===== src/rtl/scr1_tcm_portb_arbiter.sv =====
// Port-B controller for the dual-port TCM: optional post-reset zero fill, then
// round-robin sharing of the single read/write port between m0 and m1.
module scr1_tcm_portb_arbiter #(
  parameter int unsigned SCR1_WIDTH     = 32,
  parameter int unsigned SCR1_SIZE      = 32'h00010000,
  parameter int unsigned SCR1_NBYTES    = SCR1_WIDTH / 8,
  parameter bit          CLEAR_ON_RESET = 1'b1,
  localparam int unsigned AW            = $clog2(SCR1_SIZE) - 2
) (
  input  logic                   clk,
  input  logic                   rst,

  input  logic                   m0_req_i,
  input  logic                   m0_we_i,
  input  logic [SCR1_NBYTES-1:0] m0_be_i,
  input  logic [AW-1:0]          m0_addr_i,
  input  logic [SCR1_WIDTH-1:0]  m0_wdata_i,
  output logic                   m0_gnt_o,
  output logic                   m0_rvalid_o,
  output logic [SCR1_WIDTH-1:0]  m0_rdata_o,

  input  logic                   m1_req_i,
  input  logic                   m1_we_i,
  input  logic [SCR1_NBYTES-1:0] m1_be_i,
  input  logic [AW-1:0]          m1_addr_i,
  input  logic [SCR1_WIDTH-1:0]  m1_wdata_i,
  output logic                   m1_gnt_o,
  output logic                   m1_rvalid_o,
  output logic [SCR1_WIDTH-1:0]  m1_rdata_o,

  output logic                   mem_renb_o,
  output logic                   mem_wenb_o,
  output logic [SCR1_NBYTES-1:0] mem_webb_o,
  output logic [AW-1:0]          mem_addrb_o,
  output logic [SCR1_WIDTH-1:0]  mem_datab_o,
  input  logic [SCR1_WIDTH-1:0]  mem_qb_i,

  output logic                   init_done_o
);

  localparam int unsigned   Words    = SCR1_SIZE / SCR1_NBYTES;
  localparam logic [AW-1:0] LastWord = AW'(Words - 1);

  localparam logic StInit = 1'b0;
  localparam logic StRun  = 1'b1;

  logic          state_q, state_d;
  logic [AW-1:0] cnt_q, cnt_d;
  logic          rr_last_q, rr_last_d;   // 1: m1 was granted last
  logic          rsp_valid_q, rsp_valid_d;
  logic          rsp_owner_q, rsp_owner_d;
  logic          rsp_read_q, rsp_read_d;

  logic                   run;
  logic                   clearing;
  logic                   gnt0, gnt1, gnt_any;
  logic                   sel_we;
  logic [SCR1_NBYTES-1:0] sel_be;
  logic [AW-1:0]          sel_addr;
  logic [SCR1_WIDTH-1:0]  sel_wdata;

  assign run      = (state_q == StRun);
  // Gated by rst so every output reads zero while reset is held.
  assign clearing = (state_q == StInit) && CLEAR_ON_RESET && !rst;

  assign gnt0    = run && m0_req_i && (!m1_req_i || rr_last_q);
  assign gnt1    = run && m1_req_i && (!m0_req_i || !rr_last_q);
  assign gnt_any = gnt0 || gnt1;

  assign sel_we    = gnt1 ? m1_we_i    : m0_we_i;
  assign sel_be    = gnt1 ? m1_be_i    : m0_be_i;
  assign sel_addr  = gnt1 ? m1_addr_i  : m0_addr_i;
  assign sel_wdata = gnt1 ? m1_wdata_i : m0_wdata_i;

  always_comb begin
    state_d = state_q;
    cnt_d   = cnt_q;
    if (state_q == StInit) begin
      if (CLEAR_ON_RESET) begin
        cnt_d = cnt_q + 1'b1;
        if (cnt_q == LastWord) begin
          state_d = StRun;
        end
      end else begin
        state_d = StRun;
      end
    end
  end

  always_comb begin
    rr_last_d   = rr_last_q;
    if (gnt0) begin
      rr_last_d = 1'b0;
    end else if (gnt1) begin
      rr_last_d = 1'b1;
    end
    rsp_valid_d = gnt_any;
    rsp_owner_d = gnt1;
    rsp_read_d  = gnt_any && !sel_we;
  end

  always_ff @(posedge clk or posedge rst) begin
    if (rst) begin
      state_q     <= StInit;
      cnt_q       <= '0;
      rr_last_q   <= 1'b1;
      rsp_valid_q <= 1'b0;
      rsp_owner_q <= 1'b0;
      rsp_read_q  <= 1'b0;
    end else begin
      state_q     <= state_d;
      cnt_q       <= cnt_d;
      rr_last_q   <= rr_last_d;
      rsp_valid_q <= rsp_valid_d;
      rsp_owner_q <= rsp_owner_d;
      rsp_read_q  <= rsp_read_d;
    end
  end

  always_comb begin
    mem_renb_o  = 1'b0;
    mem_wenb_o  = 1'b0;
    mem_webb_o  = '0;
    mem_addrb_o = '0;
    mem_datab_o = '0;
    if (clearing) begin
      mem_wenb_o  = 1'b1;
      mem_webb_o  = '1;
      mem_addrb_o = cnt_q;
    end else if (gnt_any) begin
      mem_addrb_o = sel_addr;
      if (sel_we) begin
        mem_wenb_o  = 1'b1;
        mem_webb_o  = sel_be;
        mem_datab_o = sel_wdata;
      end else begin
        mem_renb_o  = 1'b1;
      end
    end
  end

  always_comb begin
    m0_rvalid_o = rsp_valid_q && !rsp_owner_q;
    m1_rvalid_o = rsp_valid_q && rsp_owner_q;
    m0_rdata_o  = (m0_rvalid_o && rsp_read_q) ? mem_qb_i : '0;
    m1_rdata_o  = (m1_rvalid_o && rsp_read_q) ? mem_qb_i : '0;
  end

  assign m0_gnt_o    = gnt0;
  assign m1_gnt_o    = gnt1;
  assign init_done_o = run;

endmodule


===== config.mk =====
export PLATFORM = sky130hd
export DESIGN_NAME = scr1_tcm_portb_arbiter
export DESIGN_NICKNAME = d
export VERILOG_FILES = /design/src/rtl/scr1_tcm_portb_arbiter.sv
export SDC_FILE = /design/constraint.sdc
export NUM_CORES = 1
export LEC_CHECK = 0
export ABC_AREA = 1
export CORE_MARGIN = 5
export CORE_UTILIZATION = 30
export DETAILED_ROUTE_END_ITERATION = 10
export PLACE_DENSITY = 0.83
export SYNTH_ARGS = -nofsm -noshare
export SYNTH_HDL_FRONTEND = slang
export SYNTH_SLANG_ARGS = --single-unit

===== constraint.sdc =====
create_clock -name clk -period 2.33 [get_ports clk]
set_clock_uncertainty 0.15 [all_clocks]
set_input_delay 0.466 -clock clk [delete_from_list [all_inputs] [get_ports clk]]
set_output_delay 0.466 -clock clk [all_outputs]
set_load 0.01 [all_outputs]

==> metrics, run 1 <==
cell taking the most area after synthesis=dfrtp_1; FP Rows=33; Vias/cell=4.461; ys async rst share=100.0%; Leak Pwr=3.540 nW; Max FO, Critical Path=7; count leader, synth=nand2_1; first-pass GRT wire length=18060 um; gp weighted congestion=0.8997; Layout Area Growth over Synthesis=111.2%; total wire length=12030 um; final setup violation count=0; Slew Limit Fails=0; GRT Overall Usage=21.63%; post-cts hold buffer count=0; Required @ worst endpoint=1710 ps; worst setup margin=63.85 ps; DR iter-0 viols=127; Clk Latency, worst-skew pair=260 ps; status=finished clean; RSZ-0062 raised after global routing=true; P per Cell Area=175.4 nW/um^2; synth warn=0; Cells after Synth=464; vias after detailed routing=3747; most frequent cells after synthesis=nand2_1 (116), inv_1 (103), nor2_1 (96), o21ai_0 (34), nor2_2 (22); fillcell total=743; number of flops mapped to enable cells by yosys=0; Seq/Total Area, Yosys=18.95%; Mean Syn Cell Area=5.423 sq um; Period Utilization, post-route=97.26%; IO Pins=259; CTS tree=built; FF/Latch Area=478.0 sq um; Die Span X=101.6 um; Fmax=441.3 MHz; Mapped Nets=603; vias in the first global route=3702; top cells by area, synth=dfrtp_1 (18%), nand2_1 (17%), inv_1 (15%); largest net degree at the start of global routing=34; max cap viols=0; GRT overflow=0; Ant. Diodes=0; Cell variety after synth=26; top_reg_cell synth=dfrtp_1; WP data arrival=1650 ps; nets=875; DR pass1 iterations=4; cell area after synthesis=2516 sq um; port bufs=258; clk slew on worst S/H paths=80 ps; Hold Violations, Final=0; TritonCTS Buffers=3; Tmin final=2266 ps; area of the die=10320 sq um; worst hold margin=382.3 ps; Worst IR Drop VDD=0.0002400 V; Die H=101.6 um; Clock Root Buffer=clkbuf_8; ANT nets after route=0; initial antenna violation count=0; routed len/inst=14.32 um; area used by multi-input combinational logic=1524 sq um; Post-route DRC=0; Initial Utilization=30.78%; Clock Path Buffers=2; H-tree Lvls=1; Worst setup SP type=flop; WS Path Type=reg -> out; Rel. slew slack=78.93%; Slew @ Worst Pin=314.8 ps; Crit. End Element=primary output; Hold Crit Class=reg -> reg; Synth Register Bits=19; Core Area=8175 sq um; ratio of cells with drive above 1 in the final layout=17.96%; Place WS=-658.2 ps; post-DP HPWL=10120 um; Synth top area share=17.90%; clk sinks=19
-- area by class of cell --
| type | count | area share, % |
|---|---|---|
| Clock inverter | 1 | 0.1413 |
| Clock buffer | 3 | 0.7770 |
| Timing Repair Buffer | 289 | 51.42 |
| Inverter | 105 | 7.511 |
| Tap cell | 105 | 2.472 |
| Multi-Input combinational cell | 318 | 28.68 |
| Sequential cell | 19 | 8.995 |
-- registers in the layout, indices dropped and copies added, names as in the netlist --
register,flops
rsp_owner_q,1
rsp_read_q,1
rsp_valid_q,1
rr_last_q,1
cnt_q,14
init_done_o,1
-- cells in the final DEF, fill, tap and decap left out, types with 7 or more instances in the layout --
master,instances
clkdlybuf4s50_1,141
nand2_1,115
inv_1,101
nor2_1,94
dlygate4sd2_1,35
o21ai_0,31
buf_2,31
dlymetal6s2s_1,28
nor2_2,24
dfrtp_1,17
clkbuf_2,17
buf_4,17
nand3_1,15
o211ai_2,7
buf_12,7
buf_6,7
-- power breakdown --
| group | switching [mW] | total, mW | leakage (nW) | internal, mW |
|---|---|---|---|---|
| clock network | 0.120 | 0.241 | 0.0217 | 0.121 |
| logic | 0.117 | 0.359 | 3.27 | 0.242 |
| registers | 0.000920 | 0.332 | 0.246 | 0.331 |
-- logic make-up after synthesis --
| kind of cell | share of synthesized area [%] |
|---|---|
| simple gates | 43.81 |
| xor+xnor | 1.741 |
| compound gates | 13.23 |
| buf+inv | 21.78 |
| fa+ha+maj | 0.4972 |
| flops | 18.95 |
-- layer usage --
layer,share of wire (%),GRT usage (%),routed length [um]
met5,0,0,0
met4,2.5,6.646,306
met3,9.8,6.267,1183
met2,53,41.25,6397
met1,34,22.67,4140
-- path summary, 6_finish.rpt --
check	startpoint	endpoint	slack, ps	cells after the start
hold reg to reg	cnt_q[4]	cnt_q[4]	380	1
setup / recovery	init_done_o	mem_addrb_o[4]	60	9
hold / removal	cnt_q[4]	cnt_q[4]	380	1
min in group asynchronous	rst	cnt_q[0]	430	3
setup reg to reg	cnt_q[0]	cnt_q[8]	690	8
max in group asynchronous	rst	rr_last_q	1330	3
-- worst max-delay path, cell delays in order (launching register included) --
cell	delay, ps
dfrtp_2	450
nand2_4	90
buf_4	120
o21ai_4	80
buf_6	130
buf_12	130
buf_4	130
o211ai_2	60
nand2_1	60
buf_2	140
-- timing repair --
action / in CTS / in global routing
setup endpoints to repair: 87 / 75
buffers inserted: 8 / 1
resized for setup: 198 / 78
cloned: 1 / 1
pin swaps: 4 / 1
-- through the flow --
stage / power [mW] / instance area [sq um] / util, % / cells / setup TNS, ps
after floorplan: 0.4262 / 2516 / - / 464 / 0
after global placement: 0.6946 / 5334 / 65.24 / 827 / -27580
after detailed placement: 0.7006 / 5334 / 65.24 / 827 / -30540
after CTS: 0.9430 / 5394 / 65.98 / 839 / -4.659
after global routing: 0.9841 / 5314 / 65.00 / 840 / -52.38
final: 0.9319 / 5314 / 65.00 / 840 / 0
No activity file was read; power rests on OpenSTA's default activity.
==> run 2: changes to the inputs <==
--- a/config.mk
+++ b/config.mk
@@ -10,6 +10,7 @@
 export CORE_UTILIZATION = 30
 export DETAILED_ROUTE_END_ITERATION = 10
 export PLACE_DENSITY = 0.83
+export SETUP_SLACK_MARGIN = 0.5
 export SYNTH_ARGS = -nofsm -noshare
 export SYNTH_HDL_FRONTEND = slang
 export SYNTH_SLANG_ARGS = --single-unit
==> run 2 against run 1 <==
  * Critical path depth increased by 1
  * Routed wire length increased by 52%
  * Cell count increased by 7.1%
  * Register-to-register slack got worse by 100 ps
  * The run now ends with setup timing left
  * Count of clock-buffer cells in the layout increased by 1
  * Highest routed layer unchanged
  * Non-clock buffer count increased by 56
==> metrics, run 2 (same netlist as run 1, synthesis figures left out) <==
status=complete, but fails checks; failing checks=setup timing; Core Area=8175 sq um (unchanged); first-pass GRT wire length=21710 um (+20%); crit-path max cell delay=560 ps (+110 ps); Clock Path Buffers=2 (unchanged); Slew @ Worst Pin=445.0 ps (+130.2 ps); DR pass1 iterations=6 (+2); WP data arrival=1800 ps (+150 ps); clk sinks=19 (unchanged); total wire length=18240 um (+52%); nets=931 (+6.4%); GRT overflow=0 (unchanged); IO Pins=259 (unchanged); Worst IR Drop VDD=0.0001649 V (-31%); met2 Use GR=51.11% (+9.9 points); post-cts hold buffer count=0 (unchanged); vias after detailed routing=4524 (+21%); buffer and inverter count on the worst path=5 (unchanged); max cap viols=0 (unchanged); Worst setup SP type=flop; Layout Area Growth over Synthesis=188.2%; Die H=101.6 um (unchanged); Hold Violations, Final=0 (unchanged); worst-path cell chain=nand2_4 -> buf_6 -> buf_6 -> nand3_4 -> nand2_4 -> nand2_8 -> buf_12 -> clkbuf_16 -> nor2_4 -> buf_6; delay-heaviest family, CP=buffers and inverters; Crit. End Element=primary output; worst hold margin=381.1 ps (-1.190 ps); TritonCTS Buffers=3 (unchanged); Largest register FFs=14 (unchanged); Power Total=1.034 mW (+11%); Die Span X=101.6 um (unchanged); clk slew on worst S/H paths=70 ps (about the same); initial antenna violation count=4 (+4); post-DP HPWL=10250 um (+1.3%); Clk Latency, worst-skew pair=250 ps (about the same); Fmax=413.3 MHz (-6.3%); ratio of cells with drive above 1 in the final layout=48.93% (+31 points); Required @ worst endpoint=1710 ps (about the same); port bufs=258 (unchanged); routed len/inst=20.27 um (+42%); Post-route DRC=0 (unchanged); CP max stage cell=dfstp_2; CTS tree=built; vias in the first global route=4359 (+18%); DR iter-0 viols=234 (+84%); largest net degree at the start of global routing=27 (-21%); Place WS=-681.9 ps (-23.70 ps); Clock Root Buffer=clkbuf_8; WS Path Type=reg -> out; CP dominant cell by count=buf_6; gp weighted congestion=0.8872 (-1.4%); Hold Crit Class=reg -> reg; Tmin final=2419 ps (+153.2 ps); final setup violation count=31 (+31); met1 usage=27.39% (+4.7 points); M3 GR Usage=7.025% (+0.76 points); P per Cell Area=142.6 nW/um^2 (-19%); Period Utilization, post-route=103.8% (+6.6 points); Slew Limit Fails=0 (unchanged); area of the die=10320 sq um (unchanged); FP Rows=33 (unchanged); RSZ-0062 raised after global routing=true; H-tree Lvls=1 (unchanged); most frequent cells in the layout=clkdlybuf4s50_1 (135), buf_6 (120), inv_1 (98), nand2_1 (91), nor2_4 (84); Max FO, Critical Path=5 (-2); Vias/cell=5.027 (+13%); Leak Pwr=3.626 nW (+2.5%); worst setup margin=-89.37 ps (-153.2 ps); Rel. slew slack=70.02% (-8.9 points); Most flops, register=cnt_q; commonest non-fill, non-tap cell in the layout=clkdlybuf4s50_1; Initial Utilization=30.78% (unchanged); global route hottest layer=met2; ANT nets after route=0 (unchanged); GRT Overall Usage=26.73% (+5.1 points); fin util=88.71% (+24 points)
==> run 2: cell count changes in the layout (fill, tap and decap cells not counted), moves of 24 or more <==
| cell | previous run | this run |
|---|---|---|
| dlygate4sd2_1 | 35 | 1 |
| nor2_4 | 0 | 84 |
| nor2_1 | 94 | 16 |
| nand2_1 | 115 | 91 |
| buf_6 | 7 | 120 |
| dlymetal6s2s_1 | 28 | 0 |
==> run 2: final timing paths <==
kind | from | end | cells past startpoint | slack (ps)
worst min register to register | cnt_q[9] | cnt_q[9] | 2 | 380
min in group asynchronous | rst | cnt_q[2] | 3 | 490
worst min-delay path | cnt_q[9] | cnt_q[9] | 2 | 380
worst max-delay path | rr_last_q | mem_datab_o[12] | 10 | -90
worst max register to register | init_done_o | cnt_q[8] | 8 | 590
max in group asynchronous | rst | rr_last_q | 3 | 1270
==> run 2: final cells by class <==
class	count	area, sq um
antenna	4	10.01
clock buffer	4	45.04
fill	357	923.4
inverter	105	404.1
multi-input combinational	318	2395
sequential	19	478.0
tap	105	131.4
timing repair buffer	345	3789
==> run 2: what timing repair did <==
item                       in CTS  in global routing
cloned                         11                  2
buffers inserted               36                 11
setup endpoints to repair     121                124
resized for setup             631                251
pin swaps                      27                 27
==> run 2: worst reg2reg max path, stage by stage, from the launching register on <==
cell and delay [ps]:
dfrtp_2 440, buf_6 130, buf_4 150, nor2_2 170
inv_1 100, nor2_4 220, nand2_1 90, nand2_1 90
nand2_1 70
==> run 2: layer usage <==
| layer | share of wire (%) | vias to the layer above |
|---|---|---|
| met5 | 0 | - |
| met4 | 5.2 | 0 |
| met3 | 9.4 | 76 |
| met2 | 52 | 286 |
| met1 | 34 | 2126 |
| li1 | - | 2036 |
==> run 2: through the flow <==
stage	setup TNS (ps)	area, sq um	instances
global placement	-31310	5435	832
CTS	-1799	6002	883
finish	-1975	7252	900
global route	-4050	7252	900
detailed placement	-33190	5435	832
floorplan	0	2569	464
==> run 2: report_power, final <==
group	leakage [nW]	internal [mW]	switching, mW
clock network	0.0228	0.122	0.113
registers	0.246	0.331	0.00102
logic	3.36	0.269	0.199
==> run 3: changes to the inputs <==
--- a/config.mk
+++ b/config.mk
@@ -9,7 +9,7 @@
 export CORE_MARGIN = 5
 export CORE_UTILIZATION = 30
 export DETAILED_ROUTE_END_ITERATION = 10
-export PLACE_DENSITY = 0.83
+export PLACE_DENSITY = 0.87
 export SETUP_SLACK_MARGIN = 0.5
 export SYNTH_ARGS = -nofsm -noshare
 export SYNTH_HDL_FRONTEND = slang
==> run 3 against run 2 <==
  * The flow still finishes with violations (setup timing)
  * Count of clock-buffer cells in the layout fell by 1
  * Flip-flop and latch count unchanged
  * Critical path depth shrank 2
  * Cell count decreased by 0.56%
  * Sequential share of layout area increased by 0.22 points
  * Hold slack improved by 1.7 ps
  * Fmax down 0.81%
  * Non-clock buffer count fell by 3
  * Routed wire length grew 0.50%
  * Die area did not move
  * Critical path type is now in -> out
  * Critical endpoint is now mem_datab_o[14]
  * Largest power group unchanged
  * Highest routed layer unchanged
==> metrics, run 3 (same netlist as run 1, synthesis figures left out) <==
Required @ worst endpoint=1710 ps (about the same); Rel. slew slack=52.54% (-17 points); largest net degree at the start of global routing=33 (+22%); post-placement cell count=828 (-0.48%); Tmin final=2439 ps (+19.66 ps); total wire length=18330 um (+0.50%); FP Rows=33 (unchanged); Crit. End Element=primary output; Initial Utilization=30.78% (unchanged); Hold Violations, Final=0 (unchanged); most frequent cells in the layout=clkdlybuf4s50_1 (134), buf_6 (104), nand2_1 (100), inv_1 (97), nor2_4 (74); post-DP HPWL=10430 um (+1.8%); Critical Path Start=m1_we_i; gp weighted congestion=0.9040 (+1.9%); hold path startpoint=cnt_q[9]; Core Area=8175 sq um (unchanged); Period Utilization, post-route=104.7% (+0.84 points); Die Span X=101.6 um (unchanged); CP dominant cell by count=buf_12; CTS tree=built; worst-path cell chain=clkdlybuf4s50_1 -> nand3_4 -> nand2_4 -> nand2_8 -> buf_12 -> buf_12 -> nor2_2 -> buf_2; vias in the first global route=4322 (-0.85%); DR pass1 iterations=4 (-2); failing checks=setup timing; nets=928 (-0.32%); Fmax=410.0 MHz (-0.81%); dpl cell area=5393 sq um (-0.78%); DR iter-0 viols=247 (+5.6%); first-pass GRT wire length=22040 um (+1.5%); Most flops, register=cnt_q; CP max stage cell=clkdlybuf4s50_1; delay-heaviest family, CP=buffers and inverters; initial antenna violation count=2 (-2); clk sinks=19 (unchanged); Clock Path Buffers=2 (unchanged); Leak Pwr=3.575 nW (-1.4%); Post-route DRC=0 (unchanged); Worst IR Drop VDD=0.0002109 V (+28%); post-cts hold buffer count=0 (unchanged); Largest register FFs=14 (unchanged); ratio of cells with drive above 1 in the final layout=45.05% (-3.9 points); Worst setup SP type=primary input; Place WS=-606.9 ps (+74.98 ps); Clk Latency, worst-skew pair=260 ps (about the same); Crit Reg-Reg Startpoint=cnt_q[1]; Slew Limit Fails=0 (unchanged); GRT Overall Usage=27.16% (+0.42 points); GRT overflow=0 (unchanged); area of the die=10320 sq um (unchanged); crit-path max cell delay=510 ps (-50 ps); setup TNS=-1246 ps (+729.9 ps); H-tree Lvls=1 (unchanged); RSZ-0062 raised after global routing=true; IO Pins=259 (unchanged); Cell Count, Final, Fillers Out=895 (-0.56%); Slew @ Worst Pin=711.1 ps (+266.1 ps); Layout Area Growth over Synthesis=178.8%; TritonCTS Buffers=3 (unchanged); Die H=101.6 um (unchanged); Hold Crit Class=reg -> reg; final setup violation count=32 (+3.2%); port bufs=258 (unchanged); Max FO, Critical Path=6 (+1); ANT nets after route=0 (unchanged); max cap viols=0 (unchanged); P per Cell Area=145.1 nW/um^2 (+1.8%); Vias/cell=5.065 (+0.76%); status=complete, but fails checks; WP data arrival=1820 ps (+20 ps); Power Total=1.018 mW (-1.5%); Clock Root Buffer=clkbuf_8; clk slew on worst S/H paths=70 ps (about the same); buffer and inverter count on the worst path=4 (-1); commonest non-fill, non-tap cell in the layout=clkdlybuf4s50_1; post-route cell area=7014 sq um (-3.3%); vias after detailed routing=4533 (+0.20%); worst setup margin=-109.0 ps (-19.66 ps); routed len/inst=20.48 um (+1.1%); WS Path Type=in -> out
run 3: path summary, 6_finish.rpt:
kind | slack [ps] | endpoint | cells past startpoint
setup / recovery | -110 | mem_datab_o[14] | 8
hold reg to reg | 380 | cnt_q[9] | 2
min in group asynchronous | 510 | cnt_q[1] | 2
max in group asynchronous | 1000 | cnt_q[6] | 3
setup reg to reg | 620 | cnt_q[12] | 8
hold / removal | 380 | cnt_q[9] | 2
run 3: power by group:
part | leakage (nW) | switching (mW) | total [mW] | internal (mW)
registers | 0.246 | 0.00124 | 0.332 | 0.331
logic | 3.30 | 0.187 | 0.449 | 0.261
clock network | 0.0255 | 0.118 | 0.237 | 0.119
total | 3.57 | 0.306 | 1.02 | 0.712
run 3: timing repair:
item / 4_1_cts / 5_1_grt
gates resized for setup: 593 / 224
pin swaps: 10 / 21
setup endpoints to repair: 121 / 121
gates cloned: 11 / 1
buffers inserted: 31 / 18
run 3: final cells by class:
type	count	area, sq um
well taps	105	131.4
flip-flops and latches	19	478.0
multi-input cells	318	2235
fillers	388	1161
diodes	2	5.005
repair buffers	342	3717
inverters	105	401.6
clock inverters	1	5.005
clock buffers	3	41.29
run 3: metrics by stage:
step	hold WS (ps)	utilization, %
final	382.8	85.80
after global routing	412.0	85.80
after CTS	381.6	71.17
after detailed placement	362.6	65.96
after global placement	350.7	65.96
after floorplan	266.3	-
run 3: worst register-to-register path, delay by kind of cell (launching register included):
| family | cells | cell delay (ps) |
|---|---|---|
| adder cells (fa/ha/maj) | 1 | 210 |
| buffers and inverters | 2 | 180 |
| flip-flops | 1 | 410 |
| AND/OR/NAND/NOR | 5 | 650 |
run 3: per-layer routing:
layer  GRT usage (%)  wire, um
met1           27.67      6154
met2           54.07      9461
met3           5.372      1623
met4           9.305      1096
met5               0         0
